[src/rtl/rr_req_queue.sv]
// ============================================================================
//  Module      : rr_req_queue
//  Description : Four per-channel FIFOs feeding a 4-way round-robin arbiter,
//                with a single registered, channel-tagged output.
//  Revision    : 1.0
// ============================================================================
`default_nettype none

module rr_req_queue #(
  parameter int DATA_W = 8,
  parameter int DEPTH  = 4
) (
  input  logic                  clk,
  input  logic                  rst,
  input  logic [3:0]            wr_en,
  input  logic [4*DATA_W-1:0]   wr_data,
  output logic [3:0]            full,
  output logic                  req0,
  output logic                  req1,
  output logic                  req2,
  output logic                  req3,
  input  logic                  gnt0,
  input  logic                  gnt1,
  input  logic                  gnt2,
  input  logic                  gnt3,
  output logic                  out_valid,
  output logic [DATA_W-1:0]     out_data,
  output logic [1:0]            out_ch,
  output logic [3:0]            ovf,
  output logic                  gnt_err
);

  localparam int CNT_W = $clog2(DEPTH) + 1;
  localparam int PTR_W = $clog2(DEPTH);

  logic [3:0]             w_gnt;
  logic [3:0]             w_req;
  logic [3:0]             w_full;
  logic [3:0]             w_push;
  logic [3:0]             w_pop;
  logic [1:0]             w_sel;
  logic                   w_any;
  logic                   w_multi;
  logic                   w_pop_ok;
  logic                   w_gnt_bad;
  logic [3:0][DATA_W-1:0] w_head;

  logic                   r_out_valid;
  logic [DATA_W-1:0]      r_out_data;
  logic [1:0]             r_out_ch;
  logic [3:0]             r_ovf;
  logic                   r_gnt_err;

  assign w_gnt = {gnt3, gnt2, gnt1, gnt0};

  // Lowest-index grant wins; a pop only happens if that channel has data.
  always_comb begin
    w_sel = 2'd0;
    for (int i = 3; i >= 0; i--) begin
      if (w_gnt[i]) w_sel = 2'(i);
    end
  end

  assign w_any     = |w_gnt;
  assign w_multi   = |(w_gnt & (w_gnt - 4'd1));
  assign w_pop_ok  = w_any && w_req[w_sel];
  assign w_gnt_bad = w_multi || (w_any && !w_req[w_sel]);
  assign w_pop     = w_pop_ok ? (4'b0001 << w_sel) : 4'b0000;
  assign w_push    = wr_en & ~w_full;

  for (genvar n = 0; n < 4; n++) begin : g_ch
    logic [DATA_W-1:0] r_mem [DEPTH];
    logic [PTR_W-1:0]  r_wptr;
    logic [PTR_W-1:0]  r_rptr;
    logic [CNT_W-1:0]  r_cnt;

    // Storage is deliberately left out of reset.
    always_ff @(posedge clk) begin
      if (w_push[n]) r_mem[r_wptr] <= wr_data[n*DATA_W +: DATA_W];
    end

    always_ff @(posedge clk or negedge rst) begin
      if (!rst) begin
        r_wptr <= '0;
        r_rptr <= '0;
        r_cnt  <= '0;
      end else begin
        if (w_push[n]) r_wptr <= r_wptr + PTR_W'(1);
        if (w_pop[n])  r_rptr <= r_rptr + PTR_W'(1);
        if (w_push[n] && !w_pop[n])      r_cnt <= r_cnt + CNT_W'(1);
        else if (!w_push[n] && w_pop[n]) r_cnt <= r_cnt - CNT_W'(1);
      end
    end

    assign w_full[n] = (r_cnt == CNT_W'(DEPTH));
    assign w_req[n]  = (r_cnt != '0);
    assign w_head[n] = r_mem[r_rptr];
  end : g_ch

  always_ff @(posedge clk or negedge rst) begin
    if (!rst) begin
      r_out_valid <= 1'b0;
      r_out_data  <= '0;
      r_out_ch    <= 2'd0;
      r_ovf       <= 4'b0000;
      r_gnt_err   <= 1'b0;
    end else begin
      r_out_valid <= w_pop_ok;
      if (w_pop_ok) begin
        r_out_data <= w_head[w_sel];
        r_out_ch   <= w_sel;
      end
      // A full channel drops the push even if it pops on the same edge.
      r_ovf <= r_ovf | (wr_en & w_full);
      if (w_gnt_bad) r_gnt_err <= 1'b1;
    end
  end

  assign full      = w_full;
  assign req0      = w_req[0];
  assign req1      = w_req[1];
  assign req2      = w_req[2];
  assign req3      = w_req[3];
  assign out_valid = r_out_valid;
  assign out_data  = r_out_data;
  assign out_ch    = r_out_ch;
  assign ovf       = r_ovf;
  assign gnt_err   = r_gnt_err;

endmodule

`default_nettype wire

[config.mk]
export PLATFORM = sky130hd
export DESIGN_NAME = rr_req_queue
export DESIGN_NICKNAME = d
export VERILOG_FILES = /design/src/rtl/rr_req_queue.sv
export SDC_FILE = /design/constraint.sdc
export NUM_CORES = 1
export LEC_CHECK = 0
export ABC_AREA = 0
export CORE_MARGIN = 4
export CORE_UTILIZATION = 35
export DETAILED_ROUTE_END_ITERATION = 7
export HOLD_SLACK_MARGIN = 0.12
export MAX_ROUTING_LAYER = met4
export PLACE_DENSITY = 0.5
export SKIP_LAST_GASP = 1
export SLEW_MARGIN = 20
export SYNTH_ARGS = -nofsm -noshare
export SYNTH_HDL_FRONTEND = slang
export SYNTH_SLANG_ARGS = --single-unit
export TNS_END_PERCENT = 5
[constraint.sdc]
create_clock -name clk -period 6.1 [get_ports clk]
set_clock_uncertainty 0.05 [all_clocks]
set_input_delay 1.22 -clock clk [delete_from_list [all_inputs] [get_ports clk]]
set_output_delay 1.22 -clock clk [all_outputs]
set_load 0.005 [all_outputs]
# Word-level counts from Yosys, hierarchy flattened
# Memory sizes are Yosys's and may differ from the RTL's.
# Cells that the tools add are included.
[classes]
muxes = 25
n_eq_ne = 4
add_sub_neg = 17
n_reduce_logical = 30
mul = 0
magnitude_cmp = 1
div_mod_pow = 0
n_shift = 1
bitwise_logic = 5
[op_table]
columns = ["cell", "count"]
rows = [
  ["two-way mux 3 bit", 8],
  ["adder 2 x 1 -> 2 bit, second input constant", 8],
  ["binary-select mux 8 bit (select 2 bit)", 1],
  ["adder 3 x 1 -> 3 bit, second input constant", 4],
  ["bitwise AND 4 bit", 3],
  ["equality test 3 bit, second input constant", 4],
  ["nonzero test 3 bit", 4],
  ["subtractor 3 x 1 -> 3 bit, second input constant", 4],
  ["logical AND 1 bit", 10],
  ["logical NOT 1 bit", 9],
  ["two-way mux 1 bit", 9],
  ["two-way mux 2 bit", 4],
  ["two-way mux 8 bit", 1],
  ["nonzero test 2 bit", 4],
  ["OR reduction 4 bit", 2],
  ["two-way mux 4 bit", 1],
  ["NOT 4 bit", 1],
  ["bitwise OR 4 bit", 1],
  ["<< shifter 1 x 2 -> 4 bit, first input constant", 1],
  ["subtractor 4 x 1 -> 4 bit, second input constant", 1],
  ["< comparator 2 x 3 -> 1 bit, second input constant", 1],
  ["binary-select mux 1 bit (select 2 bit)", 1],
  ["logical OR 1 bit", 1],
]
[totals]
memories = 4
latchBits = 0
reg_bits = 44
ram_bits = 128
mem_bits_ro = 0
word_cells = 104
[mem_list]
columns = ["memory", "words", "width", "read_ports", "rd_clocked_by_memory_dff", "write_ports", "line_no", "rtl"]
rows = [
  ["g_ch[0].r_mem", 4, 8, 1, 0, 1, "72", "logic [DATA_W-1:0] r_mem [DEPTH];"],
  ["g_ch[1].r_mem", 4, 8, 1, 0, 1, "72", ""],
  ["g_ch[2].r_mem", 4, 8, 1, 0, 1, "72", ""],
  ["g_ch[3].r_mem", 4, 8, 1, 0, 1, "72", ""],
]

# Logic depth before layout (Yosys ltp)
# Gate-level depths: netlist (run 1).
[depth]
word_depth = 11
depth_mapped = 11
depth_no_buf = 9

# Worst setup path before layout (run 1)
# Ideal clock, no wire load.
[synth_timing]
path_kind = "in2reg"
start = "input gnt1"
end = "register g_ch[0].r_cnt[1]"
t_required_ns = 5.925
t_arrival_ns = 3.289
cell_stages = 9
setup_ns = 0.125
path_slack_ns = 2.637
path_cell_list = "clkbuf_1 > nor4b_2 > clkbuf_1 > a22o_2 > o21ai_0 > ha_1 > inv_1 > fa_1 > mux2_2"
[synth_between]
elab_chain_cells = 9
word_cells_on_any_way = 13
classes_between = "shift (1); mux (6); reduce/logical (6)"
[synth_lines]
columns = ["item", "line_no", "rtl"]
rows = [
  ["from (decl)", "23", "input logic gnt1,"],
  ["two-way mux 2 bit (2 in a row)", "60", "if (w_gnt[i]) w_sel = 2'(i);"],
  ["binary-select mux 1 bit (select 2 bit)", "66", "assign w_pop_ok = w_any && w_req[w_sel];"],
  ["two-way mux 1 bit (not written as such)", "66", ""],
  ["logical AND 1 bit", "66", ""],
  ["two-way mux 4 bit (*)", "68", "assign w_pop = w_pop_ok ? (4'b0001 << w_sel) : 4'b0000;"],
  ["logical NOT 1 bit", "90", "if (w_push[n] && !w_pop[n]) r_cnt <= r_cnt + CNT_W'(1);"],
  ["logical AND 1 bit", "90", ""],
  ["two-way mux 3 bit or nonzero test 2 bit (tied branches)", "-", ""],
  ["to (signal assigned)", "90", ""],
  ["to (signal assigned)", "91", "else if (!w_push[n] && w_pop[n]) r_cnt <= r_cnt - CNT_W'(1);"],
  ["to (decl)", "75", "logic [CNT_W-1:0] r_cnt;"],
]
# Mark *: on every way between the ends. The rest lies on a longest branch, timed or not. The select of a mux whose other input is x is not followed.
# A chain may end at the register's enable or synchronous reset.

# Final worst setup path (run 1)
[layout_timing]
start = "input gnt0"
end = "register g_ch[0].r_cnt[2]"
[layout_between]
elab_chain_cells = 8
word_cells_on_any_way = 12
classes_between = "shift (1); mux (5); reduce/logical (6)"
[layout_lines]
columns = ["item", "line_no", "rtl"]
rows = [
  ["from (decl)", "22", "input logic gnt0,"],
  ["two-way mux 2 bit", "60", ""],
  ["binary-select mux 1 bit (select 2 bit)", "66", ""],
  ["two-way mux 1 bit (not written as such)", "66", ""],
  ["logical AND 1 bit", "66", ""],
  ["two-way mux 4 bit (*)", "68", ""],
  ["logical NOT 1 bit", "90", ""],
  ["logical AND 1 bit", "90", ""],
  ["two-way mux 3 bit or nonzero test 2 bit (tied branches)", "-", ""],
]
# Marked as above.

==> impl_metrics.tcl, run 1 <==
set metrics [dict create \
    status "completed" \
    startpoint_type "input port" \
    hp-class "register to register" \
    hold_viol 0 \
    crit_path_max_incr_delay_ns 0.77 \
    htreeDepth 4 \
    reg2reg_from "g_ch[2].r_cnt[1]" \
    post-route-period-util_pct 60.9 \
    ff2ff_setup_slack_ns 3.28 \
    avgSynthCellArea_um2 18.0 \
    yosysWarnings 0 \
    antenna_found_initial 0 \
    rows 51 \
    total_leakage_power_nw 3.02 \
    initial_core_util_pct 36.0 \
    fmax_ghz 0.269 \
    grt_max_degree 45 \
    cp.arrival_ns 4.01 \
    finalCriticalPeriod_ns 3.71 \
    die_h_um 151 \
    r2r_cells 9 \
    syn_inst 394 \
    worstSkewPairLatency_ns 0.42 \
    clockRootBuffer "clkbuf_16" \
    gr-total-overflow 0 \
    power.density_nw_per_um2 465 \
    globalplace.congestion 0.727 \
    ioPinCount 66 \
    grt_use_total_pct 14.0 \
    cts_setup_buffers 0 \
    finalSetupViolCount 0 \
    synth-seq-area-share_pct 69.6 \
    synth_top_area_share_pct 54.1 \
    final_util_pct 43.7 \
    synth_edf_count 128 \
    finalPower_mw 4.00 \
    syn_area_um2 7110 \
    hold_end "ovf[0]" \
    hp-start "ovf[0]" \
    cts_hold_buffers 0 \
    crit_required_ns 6.39 \
    drc 0 \
    wl_per_cell_um 19.4 \
    crit_fanout 15 \
    ys_types 40 \
    synthTopCellsByArea "edfxtp_1, dfrtp_1, mux4_2, ha_1, xnor2_1" \
    end_kind "register" \
    path_class "input port to register" \
    cts_buffer_depth 2 \
    nNetsFinal 527 \
    drt-total-wl_um 14400 \
    via_per_inst 4.87 \
    syn-num-nets 460 \
    timing.rr.end "g_ch[0].r_cnt[2]" \
    synth_area_leader_cell "edfxtp_1" \
    ant_nets 0 \
    dieArea_um2 22700 \
    die_w_um 151 \
    timing.setup.tns_ns 0 \
    crit_chain "clkdlybuf4s50_1, nor3b_1, buf_4, a22o_2, o21ai_0, ha_1, inv_1, fa_1, xor2_1, nor2_1, xor2_1" \
    rsz0062_at_grt "no" \
    synthTopCellsByCount "edfxtp_1, dfrtp_1, mux4_2" \
    synthFlopType "edfxtp_1" \
    worstMarginPinSlew_ns 0.729 \
    dr.first_iter.drc_count 218 \
    grt_pass1_wl_um 22400 \
    antenna_cells 0 \
    cts_tree "yes" \
    cpMostUsedCell "xor2_1" \
    drive_gt1_share_pct 17.1 \
    min_path_cells 1 \
    cts.sinks 172 \
    maxSlewViolCount 0 \
    port_buffers 65 \
    clkSlewWorstSetupHoldPaths_ns 0.06 \
    firstDrtPassIters 4 \
    core_area_um2 19700 \
    dp_hpwl_um 10200 \
    cts_resized 0 \
    cap_violations 0 \
    area_growth_pct 21.1 \
    ir_drop_mv 0.197 \
    ys_seq_elements 172 \
    cp_top_family "buffers and inverters" \
    grt_pass1_vias 3757 \
    vias 3599 \
    cpMaxStageDelayCell "clkdlybuf4s50_1" \
    worst-path-buf-inv 3 \
    relSlewSlack_pct 51.3 \
    numCtsBuffers 17 \
    synthArstFlopShare_pct 25.6 \
    yosysMostFrequentCell "edfxtp_1" \
]
[power breakdown]
| part | leakage, nW | internal [mW] | total, mW | switching, mW |
|---|---|---|---|---|
| Clock | 0.281 | 0.623 | 1.05 | 0.429 |
| Combinational | 1.06 | 0.605 | 1.09 | 0.483 |
| Sequential | 1.68 | 1.59 | 1.86 | 0.269 |
| Total | 3.02 | 2.82 | 4.00 | 1.18 |
[metal layers]
| layer | share of wire, % | vias to the layer above | wire length, um | GRT usage [%] |
|---|---|---|---|---|
| met3 | 3.4 | 14 | 484 | 3.55 |
| met4 | 1.1 | 0 | 161 | 4.12 |
| met5 | 0 | - | 0 | - |
| met2 | 50 | 68 | 7210 | 22.0 |
| li1 | - | 1652 | - | - |
| met1 | 45 | 1865 | 6500 | 18.1 |
[cell families after synthesis]
| logic type | share of synthesized area, % |
|---|---|
| xor+xnor | 2.96 |
| fa+ha+maj | 4.65 |
| mux | 12.0 |
| compound gates | 4.30 |
| buf+inv | 1.87 |
| flops | 69.6 |
| simple gates | 4.63 |
[through the flow]
step | instances | setup WS, ns | area [um2] | hold slack, ns
2_1_floorplan | 394 | 2.64 | 7110 | 0.397
3_3_place_gp | 707 | 2.05 | 8030 | 0.388
3_5_place_dp | 707 | 1.95 | 8030 | 0.394
4_1_cts | 739 | 2.37 | 8610 | 0.408
5_1_grt | 739 | 2.14 | 8610 | 0.430
6_report | 739 | 2.39 | 8610 | 0.404
[worst register-to-register path: stages (launching register included)]
cell,delay [ns]
dfrtp_1,0.42
or3_1,0.54
a22o_2,0.31
o21ai_0,0.29
ha_1,0.26
inv_1,0.07
fa_1,0.38
xor2_1,0.17
nor2_1,0.12
xor2_1,0.15
[layout by cell type (no fill, tap or decap), drive strengths merged, types with 6 or more instances in the layout]
| cell | count |
|---|---|
| dfrtp | 44 |
| xnor2 | 16 |
| a22o | 8 |
| nand2 | 9 |
| clkdlybuf4s50 | 64 |
| mux4 | 32 |
| xor2 | 8 |
| inv | 15 |
| clkinv | 6 |
| clkbuf | 21 |
| a221o | 7 |
| edfxtp | 128 |
| and2 | 16 |
| o21ai | 7 |
| ha | 20 |
| mux2 | 12 |
[layout make-up]
cell class	instances	area, um2
fill	1725	11100
multi-input combinational	188	2030
timing repair buffer	68	668
clock buffer	21	460
clock inverter	11	120
sequential	172	4940
tap	265	332
inverter	14	52.6
[registers in the layout (all words and copies together), names as in the netlist]
register	count
out_ch	2
gnt_err	1
out_data	8
ovf	4
out_valid	1
g_ch.r_cnt	12
g_ch.r_wptr	8
g_ch.r_rptr	8
g_ch.r_mem	128
[how the worst max path moves through the flow]
stage,startpoint,endpoint,slack (ns),cells after the start
after floorplan,gnt1,g_ch[0].r_cnt[1],2.64,9
after global placement,gnt0,g_ch[0].r_cnt[2],2.05,11
after detailed placement,gnt0,g_ch[0].r_cnt[2],1.95,11
after CTS,gnt0,g_ch[0].r_cnt[2],2.37,11
after global routing,gnt0,g_ch[0].r_cnt[2],2.14,11
final,gnt0,g_ch[0].r_cnt[2],2.39,11
Note: power is estimated with default switching activity, not from simulation.
==> run 2, diff against run 1 <==
--- a/config.mk
+++ b/config.mk
@@ -11,7 +11,7 @@
 export DETAILED_ROUTE_END_ITERATION = 7
 export HOLD_SLACK_MARGIN = 0.12
 export MAX_ROUTING_LAYER = met4
-export PLACE_DENSITY = 0.5
+export PLACE_DENSITY = 0.52
 export SKIP_LAST_GASP = 1
 export SLEW_MARGIN = 20
 export SYNTH_ARGS = -nofsm -noshare
==> constraint.sdc (replaced) <==
create_clock -name clk -period 3.2 [get_ports clk]
set_clock_uncertainty 0.05 [all_clocks]
set_input_delay 0.64 -clock clk [delete_from_list [all_inputs] [get_ports clk]]
set_output_delay 0.64 -clock clk [all_outputs]
set_load 0.005 [all_outputs]
==> impl_metrics.tcl, run 2 (synthesis results as in run 1) <==
set metrics [dict create \
    port_buffers 65 \
    multi_input_area_um2 2030 \
    finalCriticalPeriod_ns 2.84 \
    initial_core_util_pct 36.0 \
    total_leakage_power_nw 3.10 \
    wl_per_cell_um 19.4 \
    vias 3620 \
    largestRegisters "g_ch.r_mem: 128 flops, g_ch.r_cnt: 12 flops" \
    path_class "register to output pin" \
    pwr-share-clk_pct 26.9 \
    worstSkewPairLatency_ns 0.42 \
    ff2ff_setup_slack_ns 0.58 \
    seq_power_share_pct 45.9 \
    grt_pass1_wl_um 22500 \
    dpl_cell_area_um2 8130 \
    cts.sinks 172 \
    dp_hpwl_um 10500 \
    cp.arrival_ns 2.15 \
    cts_buffer_depth 2 \
    rsz0062_at_grt "no" \
    power_frac_comb_pct 27.2 \
    firstDrtPassIters 4 \
    ir_drop_mv 0.419 \
    timing.setup.tns_ns 0 \
    cpMaxStageDelayCell "nor3_1" \
    cap_violations 0 \
    crit_fanout 5 \
    layout.cells.most_common "edfxtp_1" \
    final_cell_mix "edfxtp_1, clkdlybuf4s50_1, dfrtp_1" \
    drive_gt1_share_pct 19.7 \
    cts_tree "yes" \
    hold_end "ovf[0]" \
    intPower_mw 5.41 \
    die_h_um 151 \
    post-route-period-util_pct 88.8 \
    min_path_cells 1 \
    ioPinCount 66 \
    finalPower_mw 7.73 \
    antenna_cells 0 \
    rows 51 \
    largest_register_ffs 128 \
    ant_nets 0 \
    fmax_ghz 0.352 \
    dieArea_um2 22700 \
    nFillCells 1688 \
    crit_path_max_incr_delay_ns 0.51 \
    globalplace.congestion 0.779 \
    clkSlewWorstSetupHoldPaths_ns 0.07 \
    clockRootBuffer "clkbuf_16" \
    finalSetupViolCount 0 \
    drt-total-wl_um 14600 \
    r2r_cells 9 \
    die_w_um 151 \
    hp-start "ovf[0]" \
    area_growth_pct 22.9 \
    crit_required_ns 2.51 \
    hp-class "register to register" \
    via_per_inst 4.81 \
    numCtsBuffers 17 \
    switching_share_pct 30.0 \
    grt_max_degree 21 \
    power.density_nw_per_um2 885 \
    switchingPower_mw 2.32 \
    status "completed" \
    crit_chain "nor3_1, inv_1, clkdlybuf4s50_1" \
    final_area_um2 8730 \
    regMostFlops "g_ch.r_mem" \
    layout_setup_ws_ns 0.359 \
    timing.rr.end "g_ch[1].r_cnt[2]" \
    holdWs_ns 0.408 \
    cts_setup_buffers 0 \
    gr-total-overflow 0 \
    worstMarginPinSlew_ns 0.644 \
    drc 0 \
    seq_area_um2 4940 \
    relSlewSlack_pct 57.1 \
    nNetsFinal 541 \
    reg2reg_from "g_ch[1].r_cnt[0]" \
    dr.first_iter.drc_count 208 \
    grt_use_total_pct 14.0 \
    core_area_um2 19700 \
    dp_slack_ns 0.0794 \
    hold_viol 0 \
    grt_pass1_vias 3810 \
    startpoint_type "register" \
    end_kind "output pin" \
    htreeDepth 4 \
    antenna_found_initial 0 \
    maxSlewViolCount 0 \
]
run 2: cell types whose count changed in the layout (fill, tap and decap cells not counted):
cell	change
buf_4	+13
clkbuf_1	-1
clkbuf_8	-1
clkinv_1	-1
clkinv_2	-3
clkinv_4	+2
clkinvlp_4	-1
dlygate4sd3_1	+1
inv_6	+5
run 2: per-layer routing:
| metal | routed length (um) | vias up | track usage, % |
|---|---|---|---|
| met1 | 6530 | 1865 | 17.8 |
| li1 | - | 1676 | - |
| met3 | 392 | 19 | 2.92 |
| met2 | 7430 | 60 | 22.6 |
| met5 | 0 | - | - |
| met4 | 229 | 0 | 4.94 |
run 2: power by group through the flow:
stage	registers [mW]	logic [mW]	clock network, mW
after floorplan	3.28	1.55	0
after global placement	3.59	2.12	0
after detailed placement	3.62	2.17	0
after CTS	3.57	2.17	2.13
after global routing	3.64	2.32	2.22
final	3.54	2.10	2.08
run 2: worst max-delay path by stage:
stage | start | to | slack, ns | depth (start not counted)
after CTS | g_ch[1].r_cnt[0] | req1 | 0.26 | 3
after floorplan | gnt1 | g_ch[0].r_cnt[1] | 0.32 | 9
final | g_ch[1].r_cnt[0] | req1 | 0.36 | 3
after global routing | g_ch[1].r_cnt[1] | req1 | 0.19 | 3
after detailed placement | gnt1 | g_ch[0].r_cnt[2] | 0.08 | 10
after global placement | gnt1 | g_ch[0].r_cnt[2] | 0.13 | 10
run 2: final cells by class:
| cell class | instances | share of cell area [%] |
|---|---|---|
| Timing Repair Buffer | 82 | 8.88 |
| Inverter | 14 | 0.602 |
| Sequential cell | 172 | 56.6 |
| Clock inverter | 13 | 1.78 |
| Multi-Input combinational cell | 188 | 23.3 |
| Tap cell | 265 | 3.80 |
| Clock buffer | 19 | 5.07 |
run 2: worst max-delay path: cells and delay by family (launching register included):
kind	cells	cell delay, ns
flip-flops	1	0.44
buffers and inverters	2	0.78
AND/OR/NAND/NOR	1	0.51
run 2: stage by stage:
step                      std cells  utilization, %
final                           753            44.3
after global routing            753            44.3
after CTS                       753            44.3
after detailed placement        720            41.2
after global placement          720            41.2
after floorplan                 394               -
run 2: timing repair:
item                                   4_1_cts  5_1_grt
gates resized for setup                      0        0
endpoints found under the hold margin       11        0
hold buffers                                 1        0
